==> config.mk <==
export PLATFORM = sky130hd
export DESIGN_NAME = sprite_frame_scheduler_flat
export DESIGN_NICKNAME = d
export VERILOG_FILES = /design/src/rtl/sprite_sched_pkg.sv /design/src/rtl/sprite_sched_if.sv /design/src/rtl/sprite_cmd_fifo.sv /design/src/rtl/sprite_frame_scheduler.sv /design/src/flat_wrapper.sv
export SDC_FILE = /design/constraint.sdc
export NUM_CORES = 1
export LEC_CHECK = 0
export ABC_AREA = 0
export CORE_ASPECT_RATIO = 1.2
export CORE_MARGIN = 2
export CORE_UTILIZATION = 51
export DETAILED_ROUTE_END_ITERATION = 16
export PLACE_DENSITY_LB_ADDON = 0.15
export SYNTH_ARGS = -nofsm -noshare
export SYNTH_HDL_FRONTEND = slang
export SYNTH_SLANG_ARGS = --single-unit
==> constraint.sdc <==
create_clock -name iCLK -period 1.96 [get_ports iCLK]
set_clock_uncertainty 0.05 [all_clocks]
set_input_delay 0.294 -clock iCLK [delete_from_list [all_inputs] [get_ports iCLK]]
set_output_delay 0.294 -clock iCLK [all_outputs]
set_load 0.05 [all_outputs]
==> src/rtl/sprite_sched_pkg.sv <==
// Shared types for the sprite frame scheduler: command record, FSM encoding, clamp helpers.
package sprite_sched_pkg;

    localparam int X_W  = 11;
    localparam int Y_W  = 10;
    localparam int ID_W = 8;    // wide enough to hold any iCmdId for up to 256 slots

    localparam logic [1:0] ST_ACTIVE = 2'd0;
    localparam logic [1:0] ST_COMMIT = 2'd1;
    localparam logic [1:0] ST_BLANK  = 2'd2;

    typedef enum logic [1:0] {
        S_ACTIVE = ST_ACTIVE,
        S_COMMIT = ST_COMMIT,
        S_BLANK  = ST_BLANK
    } sched_state_t;

    typedef struct packed {
        logic [ID_W-1:0] id;
        logic [X_W-1:0]  x;
        logic [Y_W-1:0]  y;
        logic            vis;
    } sprite_cmd_t;

    function automatic logic [X_W-1:0] clamp_x(input logic [X_W-1:0] v, input logic [X_W-1:0] lim);
        return (v > lim) ? lim : v;
    endfunction

    function automatic logic [Y_W-1:0] clamp_y(input logic [Y_W-1:0] v, input logic [Y_W-1:0] lim);
        return (v > lim) ? lim : v;
    endfunction

endpackage

==> src/rtl/sprite_sched_if.sv <==
// Sprite-update command channel between the SPI/PIC32 decoder (master) and the scheduler (slave).
interface sprite_sched_if
    import sprite_sched_pkg::*;
#(
    parameter int unsigned N_SPRITES = 4
);
    localparam int unsigned ID_BITS = $clog2(N_SPRITES);

    logic               iCmdValid;
    logic               oCmdReady;
    logic [ID_BITS-1:0] iCmdId;
    logic [X_W-1:0]     iCmdX;
    logic [Y_W-1:0]     iCmdY;
    logic               iCmdVis;

    modport master (
        output iCmdValid, iCmdId, iCmdX, iCmdY, iCmdVis,
        input  oCmdReady
    );

    modport slave (
        input  iCmdValid, iCmdId, iCmdX, iCmdY, iCmdVis,
        output oCmdReady
    );

endinterface

==> src/rtl/sprite_cmd_fifo.sv <==
// Command FIFO for sprite updates; registered occupancy count drives full/empty.
module sprite_cmd_fifo
    import sprite_sched_pkg::*;
#(
    parameter int unsigned DEPTH = 4
) (
    input  logic        iCLK,
    input  logic        iRST_n,
    input  logic        push,
    input  sprite_cmd_t push_data,
    input  logic        pop,
    output sprite_cmd_t pop_data,
    output logic        full,
    output logic        empty
);

    localparam int unsigned AW = $clog2(DEPTH);

    sprite_cmd_t   mem [DEPTH];
    logic [AW-1:0] wr_ptr;
    logic [AW-1:0] rd_ptr;
    logic [AW:0]   count;
    logic          do_push;
    logic          do_pop;

    assign full     = (count == (AW+1)'(DEPTH));
    assign empty    = (count == '0);
    assign do_push  = push && !full;
    assign do_pop   = pop && !empty;
    assign pop_data = mem[rd_ptr];

    always_ff @(posedge iCLK or negedge iRST_n) begin
        if (!iRST_n) begin
            wr_ptr <= '0;
            rd_ptr <= '0;
            count  <= '0;
        end else begin
            if (do_push) wr_ptr <= wr_ptr + 1'b1;
            if (do_pop)  rd_ptr <= rd_ptr + 1'b1;
            case ({do_push, do_pop})
                2'b10:   count <= count + 1'b1;
                2'b01:   count <= count - 1'b1;
                default: ;
            endcase
        end
    end

    always_ff @(posedge iCLK) begin
        if (do_push) mem[wr_ptr] <= push_data;
    end

endmodule

==> src/rtl/sprite_frame_scheduler.sv <==
// Tear-free sprite position/visibility scheduler: FIFO -> shadow -> active commit in vertical blanking.
// Optional SPRITE_SCHED_FRAME_CNT_EN adds oFrameCnt, a count of commit cycles.
module sprite_frame_scheduler
    import sprite_sched_pkg::*;
#(
    parameter int unsigned N_SPRITES  = 4,
    parameter int unsigned FIFO_DEPTH = 4,
    parameter int unsigned X_MAX      = 799,
    parameter int unsigned Y_MAX      = 479
) (
    input  logic                     iCLK,
    input  logic                     iRST_n,
    sprite_sched_if.slave            cmd,
    input  logic                     iEndFrame,
    input  logic                     iNewFrame,
    output logic [N_SPRITES*X_W-1:0] oX0,
    output logic [N_SPRITES*Y_W-1:0] oY0,
    output logic [N_SPRITES-1:0]     oVisible,
    output logic                     oCommit,
    output logic                     oCmdErr
`ifdef SPRITE_SCHED_FRAME_CNT_EN
    ,
    output logic [15:0]              oFrameCnt
`endif
);

    localparam logic [X_W-1:0] X_LIM = X_W'(X_MAX);
    localparam logic [Y_W-1:0] Y_LIM = Y_W'(Y_MAX);

    sched_state_t         state;
    sched_state_t         state_nxt;
    sprite_cmd_t          push_cmd;
    sprite_cmd_t          pop_cmd;
    logic                 fifo_full;
    logic                 fifo_empty;
    logic                 pop_valid;
    logic                 commit_any;

    logic [X_W-1:0]       shadow_x [N_SPRITES];
    logic [Y_W-1:0]       shadow_y [N_SPRITES];
    logic [N_SPRITES-1:0] shadow_v;
    logic [X_W-1:0]       act_x    [N_SPRITES];
    logic [Y_W-1:0]       act_y    [N_SPRITES];
    logic [N_SPRITES-1:0] act_v;
    logic [N_SPRITES-1:0] dirty;

    assign cmd.oCmdReady = !fifo_full;
    assign push_cmd      = '{id: ID_W'(cmd.iCmdId), x: cmd.iCmdX, y: cmd.iCmdY, vis: cmd.iCmdVis};
    assign pop_valid     = !fifo_empty && (state != S_COMMIT);

    sprite_cmd_fifo #(
        .DEPTH (FIFO_DEPTH)
    ) u_fifo (
        .iCLK      (iCLK),
        .iRST_n    (iRST_n),
        .push      (cmd.iCmdValid),
        .push_data (push_cmd),
        .pop       (pop_valid),
        .pop_data  (pop_cmd),
        .full      (fifo_full),
        .empty     (fifo_empty)
    );

    always_comb begin
        state_nxt = state;
        unique case (state)
            S_ACTIVE: if (iEndFrame) state_nxt = S_COMMIT;
            S_COMMIT: state_nxt = S_BLANK;
            S_BLANK: begin
                if (iEndFrame)      state_nxt = S_COMMIT;
                else if (iNewFrame) state_nxt = S_ACTIVE;
            end
            default:  state_nxt = S_ACTIVE;
        endcase
    end

    always_ff @(posedge iCLK or negedge iRST_n) begin
        if (!iRST_n) begin
            state      <= S_ACTIVE;
            dirty      <= '0;
            shadow_v   <= '0;
            act_v      <= '0;
            commit_any <= 1'b0;
            oCmdErr    <= 1'b0;
            for (int unsigned i = 0; i < N_SPRITES; i++) begin
                shadow_x[i] <= '0;
                shadow_y[i] <= '0;
                act_x[i]    <= '0;
                act_y[i]    <= '0;
            end
        end else begin
            state      <= state_nxt;
            commit_any <= (state == S_COMMIT) && (|dirty);
            if (state == S_COMMIT) begin
                for (int unsigned i = 0; i < N_SPRITES; i++) begin
                    if (dirty[i]) begin
                        act_x[i] <= shadow_x[i];
                        act_y[i] <= shadow_y[i];
                        act_v[i] <= shadow_v[i];
                    end
                end
                dirty <= '0;
            end else if (pop_valid) begin
                if (pop_cmd.id >= ID_W'(N_SPRITES)) begin
                    oCmdErr <= 1'b1;
                end else begin
                    for (int unsigned i = 0; i < N_SPRITES; i++) begin
                        if (pop_cmd.id == ID_W'(i)) begin
                            shadow_x[i] <= clamp_x(pop_cmd.x, X_LIM);
                            shadow_y[i] <= clamp_y(pop_cmd.y, Y_LIM);
                            shadow_v[i] <= pop_cmd.vis;
                            dirty[i]    <= 1'b1;
                        end
                    end
                end
            end
        end
    end

    // Output register: the active set reaches the pins one cycle after the commit cycle,
    // aligned with the oCommit pulse.
    always_ff @(posedge iCLK or negedge iRST_n) begin
        if (!iRST_n) begin
            oX0      <= '0;
            oY0      <= '0;
            oVisible <= '0;
            oCommit  <= 1'b0;
        end else begin
            for (int unsigned i = 0; i < N_SPRITES; i++) begin
                oX0[X_W*i +: X_W] <= act_x[i];
                oY0[Y_W*i +: Y_W] <= act_y[i];
            end
            oVisible <= act_v;
            oCommit  <= commit_any;
        end
    end

`ifdef SPRITE_SCHED_FRAME_CNT_EN
    always_ff @(posedge iCLK or negedge iRST_n) begin
        if (!iRST_n)                oFrameCnt <= '0;
        else if (state == S_COMMIT) oFrameCnt <= oFrameCnt + 16'd1;
    end
`endif

endmodule
==> src/flat_wrapper.sv <==
// flat-port wrapper written by rule: the top's interface ports become plain ports
module sprite_frame_scheduler_flat import sprite_sched_pkg::*;
#(
    parameter int unsigned N_SPRITES  = 4,
    parameter int unsigned FIFO_DEPTH = 4,
    parameter int unsigned X_MAX      = 799,
    parameter int unsigned Y_MAX      = 479
)
  (iCLK, iRST_n, iEndFrame, iNewFrame, oX0, oY0, oVisible, oCommit, oCmdErr, cmd_iCmdValid, cmd_iCmdId, cmd_iCmdX, cmd_iCmdY, cmd_iCmdVis, cmd_oCmdReady);
  sprite_sched_if #(.N_SPRITES(N_SPRITES)) cmd_i ();
  input  logic iCLK;
  input  logic iRST_n;
  input  logic iEndFrame;
  input  logic iNewFrame;
  output logic [N_SPRITES*X_W-1:0] oX0;
  output logic [N_SPRITES*Y_W-1:0] oY0;
  output logic [N_SPRITES-1:0] oVisible;
  output logic oCommit;
  output logic oCmdErr;
  input wire logic [$bits(cmd_i.iCmdValid)-1:0] cmd_iCmdValid;
  input wire logic [$bits(cmd_i.iCmdId)-1:0] cmd_iCmdId;
  input wire logic [$bits(cmd_i.iCmdX)-1:0] cmd_iCmdX;
  input wire logic [$bits(cmd_i.iCmdY)-1:0] cmd_iCmdY;
  input wire logic [$bits(cmd_i.iCmdVis)-1:0] cmd_iCmdVis;
  output wire logic [$bits(cmd_i.oCmdReady)-1:0] cmd_oCmdReady;
  assign cmd_i.iCmdValid = cmd_iCmdValid;
  assign cmd_i.iCmdId = cmd_iCmdId;
  assign cmd_i.iCmdX = cmd_iCmdX;
  assign cmd_i.iCmdY = cmd_iCmdY;
  assign cmd_i.iCmdVis = cmd_iCmdVis;
  assign cmd_oCmdReady = cmd_i.oCmdReady;
  sprite_frame_scheduler #(.N_SPRITES(N_SPRITES), .FIFO_DEPTH(FIFO_DEPTH), .X_MAX(X_MAX), .Y_MAX(Y_MAX)) u_core (.iCLK(iCLK), .iRST_n(iRST_n), .cmd(cmd_i), .iEndFrame(iEndFrame), .iNewFrame(iNewFrame), .oX0(oX0), .oY0(oY0), .oVisible(oVisible), .oCommit(oCommit), .oCmdErr(oCmdErr));
endmodule
---- Yosys cells after proc, flatten, opt, wreduce, memory -nomap -nowiden ----
Memory sizes are Yosys's and may differ from the RTL's.
Cells that the tools add are included.
word-level totals
  memory bits (writable) .................. 96
  input port bits ......................... 29
  memories ................................ 1
  register bits after elaboration ......... 280
  output and inout port bits .............. 91
memories
  name               words  bits a word  read ports  clocked after Yosys merged registers in  wr ports  RTL line               RTL
  u_core.u_fifo.mem  4      24           1           0                                        1         sprite_cmd_fifo.sv:19  sprite_cmd_t mem [DEPTH];
operators by class
  mux-type cells .......................... 16
  bitwise operators ....................... 2
  add/sub/neg operators ................... 4
  equal/unequal tests ..................... 12
  order comparisons ....................... 3
  reductions and logical operators ........ 30
operator list
  operator                                                         number
  equality test 8 x 2 -> 1 bit, second input constant              2
  AND reduction 4 bit                                              4
  AND reduction 3 bit                                              5
  2-to-1 mux 4 bit                                                 3
  nonzero test 2 bit                                               6
  greater-than comparator 11 x 10 -> 1 bit, second input constant  1
  2-to-1 mux 11 bit                                                1
  greater-than comparator 10 x 9 -> 1 bit, second input constant   1
  2-to-1 mux 10 bit                                                1
  AND reduction 2 bit                                              5
  equality test 8 x 1 -> 1 bit, second input constant              1
  >= comparator 8 x 3 -> 1 bit, second input constant              1
  zero test 8 bit                                                  1
  2-to-1 mux 1 bit                                                 6
  2-to-1 mux 2 bit                                                 3
  one-hot mux 2 bit (3 select lines)                               1
  one-hot mux 3 bit (2 select lines)                               1
  adder 2 x 1 -> 2 bit, second input constant                      2
  equality test 2 x 1 -> 1 bit, second input constant              2
  equality test 2 bit, second input constant                       2
  logical AND 1 bit                                                4
  != test 2 x 1 -> 1 bit, second input constant                    2
  OR reduction 4 bit                                               1
  adder 3 x 1 -> 3 bit, second input constant                      1
  8 further kinds                                                  10

---- Depth between registers and ports, before layout ----
  depth after elaboration ................. 6
  mapped depth ............................ 10
  mapped depth without buffers ............ 10

---- Hierarchy ----
From an unflattened synthesis, not the netlist that was laid out.
unflattened totals
  cells, all modules ...................... 720
  area total of the unflattened synthesis .. 14043.5 um2
by module, submodules not included
  module                  seq. area each (um2)  area an instance (um2)  cells each  times used
  sprite_frame_scheduler  6831.6                9295.2                  525         1
  sprite_cmd_fifo         3778.6                4748.3                  195         1

---- Worst setup path before layout ----
OpenSTA, ideal clock, no wires.
  path kind ............................... register -> register
  start ................................... register u_core.u_fifo.count[0]
  end ..................................... register u_core.u_fifo.count[2]
  data required time ...................... 1831 ps
  data arrival time ....................... 2349 ps
  stages on the path, launching flop included .. 11
  buffers on the path ..................... 0
  setup slack ............................. -519 ps
  clock period less this slack ............ 2479 ps
  path through ............................ dfrtp_1 -> inv_1 -> nand3_1 -> and2_1 -> inv_1 -> ha_1 -> inv_1 -> fa_1 -> xor2_1 -> nor2_1 -> xor2_1
on the way
  elaborated cells between the ends (all ways) .. 13
RTL lines
  item                                                                      RTL line               RTL
  start, declared                                                           sprite_cmd_fifo.sv:22  logic [AW:0] count;
  start signal, assigned                                                    sprite_cmd_fifo.sv:41  2'b10: count <= count + 1'b1;
  start signal, assigned                                                    sprite_cmd_fifo.sv:42  2'b01: count <= count - 1'b1;
  equality test 3 bit *                                                     sprite_cmd_fifo.sv:26  assign full = (count == (AW+1)'(DEPTH));
  zero test 1 bit *                                                         -
  named net cmd_oCmdReady                                                   flat_wrapper.sv:25     output wire logic [$bits(cmd_i.oCmdReady)-1:0] cmd_oCmdReady;
  logical AND 1 bit *                                                       sprite_cmd_fifo.sv:28  assign do_push = push && !full;
  equality test 2 x 1 -> 1 bit or equality test 2 bit (tied branches)       sprite_cmd_fifo.sv:40  case ({do_push, do_pop})
  one-hot mux 3 bit (2 select lines) or nonzero test 2 bit (tied branches)  -
Mark *: on every way through the listed nets, which the timed path passes. The rest lies on a longest branch.
A chain may end at the register's enable or synchronous reset.

---- Final worst setup path ----
  start ................................... register u_core.u_fifo.rd_ptr[0]
  end ..................................... register u_core.shadow_y[31] (netlist name)
on the way
  longest elaborated chain between the ends .. 4
  elaborated cells between the ends (all ways) .. 7
RTL lines
  item                                  RTL line                       RTL
  start, declared                       sprite_cmd_fifo.sv:21          logic [AW-1:0] rd_ptr;
  start signal, assigned                sprite_cmd_fifo.sv:39          if (do_pop) rd_ptr <= rd_ptr + 1'b1;
  memory read (4 x 24 bit) *            -
  >= comparator 8 x 3 -> 1 bit          sprite_frame_scheduler.sv:104  if (pop_cmd.id >= ID_W'(N_SPRITES)) begin
  inverter 1 bit (no source line)       -
  AND reduction 4 bit (no source line)  -
  end signal, assigned by index         sprite_frame_scheduler.sv:110  shadow_y[i] <= clamp_y(pop_cmd.y, Y_LIM);
  end, declared                         sprite_frame_scheduler.sv:40   logic [Y_W-1:0] shadow_y [N_SPRITES];
Mark *: on every way between the ends. The rest lies on a longest branch, timed or not.

==> impl_metrics.tcl <==
set metrics [dict create \
    die_h_microns 179 \
    start_util_pct 52.3 \
    p_total_uw 31000 \
    grt_setup_unrepaired "yes" \
    worst-r2r-cell-count 6 \
    ys_types 40 \
    cts-root-buf "clkbuf_16" \
    netlist_area_sq_mm 0.0130 \
    cts_sinks 375 \
    io_buffer_count 118 \
    worstSetupStartpointType "flip-flop" \
    drive_above_1_share_pct 33.5 \
    fin_ws_ns -0.181 \
    p_leak_uw 0.00716 \
    path_class "reg -> reg" \
    coreArea_sq_mm 0.0248 \
    status "finished, violations left" \
    route.detailed.drc 0 \
    maxSlewViolCount 0 \
    reg2reg_to "u_core.shadow_y[31]$_DFFE_PN0P_" \
    finalCriticalPeriod_ns 2.14 \
    power.density_mw_per_mm2 1870 \
    num_vias 7002 \
    slew_headroom_pct 62.5 \
    synth_nets 808 \
    area_delta_synth_final_pct 28.0 \
    hpwl_microns 15900 \
    path_cells "buf_12, mux4_2, or4_4, buf_12, nand2_1, o21ai_2" \
    worst_pin_slew_ns 0.562 \
    dp_slack_ns -0.257 \
    ys_ff_latch 375 \
    grt_pass1_vias 7462 \
    cp_max_fo 32 \
    drv_cap 0 \
    final.period_utilization_pct 109 \
    fin_nets 1011 \
    slowest_stage "mux4_2" \
    htreeDepth 2 \
    crit_top_cell "buf_12" \
    yosysWarningCount 0 \
    min_path_type "in -> async" \
    clock_path_buffers 3 \
    io_pins 120 \
    grt_max_degree 66 \
    clock.fmax_ghz 0.467 \
    cts-buffers-inserted 37 \
    die_x_microns 150 \
    cp_top_family "multiplexers" \
    first_pass_iters 5 \
    insertion_delay_ns 0.50 \
    globalplace.congestion 0.822 \
    cts_tree "built" \
    syn_inst 773 \
    drtIter0Drc 353 \
    r2r_start "u_core.u_fifo.rd_ptr[0]$_DFFE_PN0P_" \
    synth.avg_cell_area_sq_um 16.8 \
    totalWireLength_microns 25400 \
    clk_pin_slew_ns 0.06 \
    wl_per_cell_microns 19.2 \
    violations "setup timing" \
    crit_required_ns 2.29 \
    antenna_found_initial 0 \
    max_stage_delay_ns 0.59 \
    num_rows 63 \
    critical_path_arrival_ns 2.47 \
    diodes 0 \
    grtUsageTotal_pct 19.4 \
    hold_violations 0 \
    grt_pass1_wl_microns 40100 \
    setup_viol 92 \
    vdd_drop_max_mv 1.00 \
    crit_buf_inv 2 \
    reg2reg_slack_ns -0.18 \
    ys_seq_area_share_pct 76.0 \
    drtAntennaViolNets 0 \
    grt_overflow 0 \
    die_area_sq_mm 0.0267 \
    endpoint_kind "flip-flop" \
    viasPerCell 5.28 \
]
## through the flow
step	TNS, ns	std cells	hold WS (ns)	utilization (%)	instance area (sq um)
floorplan	-2.23	773	-0.0516	-	13000
global placement	-11.19	1240	0.228	60.4	15000
detailed placement	-14.89	1240	0.232	60.4	15000
CTS	-10.38	1314	0.290	65.6	16300
global route	-16.06	1325	0.293	66.9	16600
finish	-11.54	1325	0.257	66.9	16600
## worst register-to-register path, delay by kind of cell (launching register included)
family                 cells  cell delay, ns
AND/OR/NAND/NOR            2            0.60
multiplexers               1            0.59
flip-flops                 1            0.42
buffers and inverters      2            0.31
AO/OA/AOI/OAI              1            0.05
## cell families (layout without fill, tap and decap cells)
| group | after synthesis | after routing | share of synthesized area (%) |
|---|---|---|---|
| DFF | 375 | 375 | 76.0 |
| and+or+nand+nor | 153 | 158 | 5.73 |
| other | 1 | 1 | 0.0289 |
| muxes | 114 | 114 | 12.1 |
| xor gates and xnor gates | 6 | 6 | 0.405 |
| adders and majority gates | 6 | 6 | 0.636 |
| buffers and inverters | 39 | 261 | 1.55 |
| AOI/OAI and AO/OA | 79 | 79 | 3.54 |
## cell type report
| cell class | instances | area (sq um) |
|---|---|---|
| inverter | 6 | 22.5 |
| clock inverter | 10 | 96.3 |
| multi-input combinational | 364 | 3250 |
| clock buffer | 53 | 1110 |
| timing repair buffer | 192 | 1870 |
| fill | 1727 | 8220 |
| sequential | 375 | 9870 |
| tap | 325 | 407 |
## routing by layer
layer / track usage [%] / part of all wire [%] / up-vias
li1: - / - / 3155
met1: 26.6 / 43 / 3620
met2: 32.1 / 50 / 183
met3: 3.38 / 4.4 / 44
met4: 6.07 / 2.3 / 0
met5: 0 / 0 / -
## worst max-delay path by stage
stage	from	to	slack, ns	cells past startpoint
floorplan	u_core.u_fifo.rd_ptr[0]$_DFFE_PN0P_	u_core.shadow_x[41]$_DFFE_PN0P_	-0.1	7
global placement	u_core.u_fifo.rd_ptr[0]$_DFFE_PN0P_	u_core.shadow_y[17]$_DFFE_PN0P_	-0.19	5
detailed placement	u_core.u_fifo.rd_ptr[0]$_DFFE_PN0P_	u_core.shadow_y[16]$_DFFE_PN0P_	-0.26	5
CTS	u_core.u_fifo.rd_ptr[0]$_DFFE_PN0P_	u_core.shadow_y[39]$_DFFE_PN0P_	-0.17	5
global route	u_core.u_fifo.rd_ptr[0]$_DFFE_PN0P_	u_core.shadow_y[13]$_DFFE_PN0P_	-0.23	5
finish	u_core.u_fifo.rd_ptr[0]$_DFFE_PN0P_	u_core.shadow_y[31]$_DFFE_PN0P_	-0.18	6
## cell usage in the layout, fill, tap and decap left out, types with 7 or more instances in the layout
cell	count
nand2_1	64
dlygate4sd2_1	86
clkbuf_16	39
or4b_4	7
a21oi_1	18
o21ai_2	22
clkdlybuf4s50_1	27
mux2_2	89
o21ai_1	33
nor2_1	23
nand2_2	20
dfrtp_1	278
buf_4	51
clkbuf_8	12
mux4_2	21
and2_4	8
buf_6	11
edfxtp_1	96
buf_12	13
## what timing repair did
item / in CTS / in global routing
hold buffers: 1 / 0
pin swaps: 31 / 21
endpoints found under the hold margin: 56 / 0
endpoints found under the setup margin: 172 / 93
gates resized for setup: 130 / 68
gates cloned: 5 / 4
setup buffers: 5 / 7
## sequential cells by signal, summed over array words and instances (netlist names), 40 cells and up
name	cells
u_core.oX0	44
u_core.act_x	44
u_core.shadow_y	40
u_core.u_fifo.mem	96
u_core.act_y	40
u_core.shadow_x	44
u_core.oY0	40
## Yosys cell counts
cell type	number	area, sq um
a21oi_1	21	105
a41o_1	1	10.0
and2_1	9	56.3
and3_1	4	25.0
buf_1	9	33.8
buf_2	11	55.1
buf_4	1	7.51
buf_6	5	56.3
clkbuf_1	7	26.3
conb_1	1	3.75
dfrtp_1	279	6980
edfxtp_1	96	2880
fa_1	1	20.0
ha_1	5	62.6
inv_1	6	22.5
mux2_2	89	1000
mux2i_1	1	10.0
mux4_1	4	105
mux4_2	20	450
nand2_1	85	319
nand2b_1	1	6.26
nand3_1	2	10.0
nand3b_1	1	7.51
nand4bb_1	1	11.3
nor2_1	33	124
nor2b_1	2	12.5
nor3_1	1	5.00
nor3_4	5	81.3
nor4_1	2	12.5
nor4b_1	2	17.5
nor4bb_1	1	10.0
o21ai_0	41	205
o21ai_1	1	5.00
o21ai_2	14	123
o311a_2	1	11.3
or4_1	1	7.51
or4b_2	1	10.0
or4b_4	2	27.5
xnor2_1	3	26.3
xor2_1	3	26.3
## power by group
part	switching, uW	internal [uW]
clock network	2750	4170
registers	1410	11000
logic	7200	4520
total	11400	19700
Note: power is estimated with default switching activity, not from simulation.
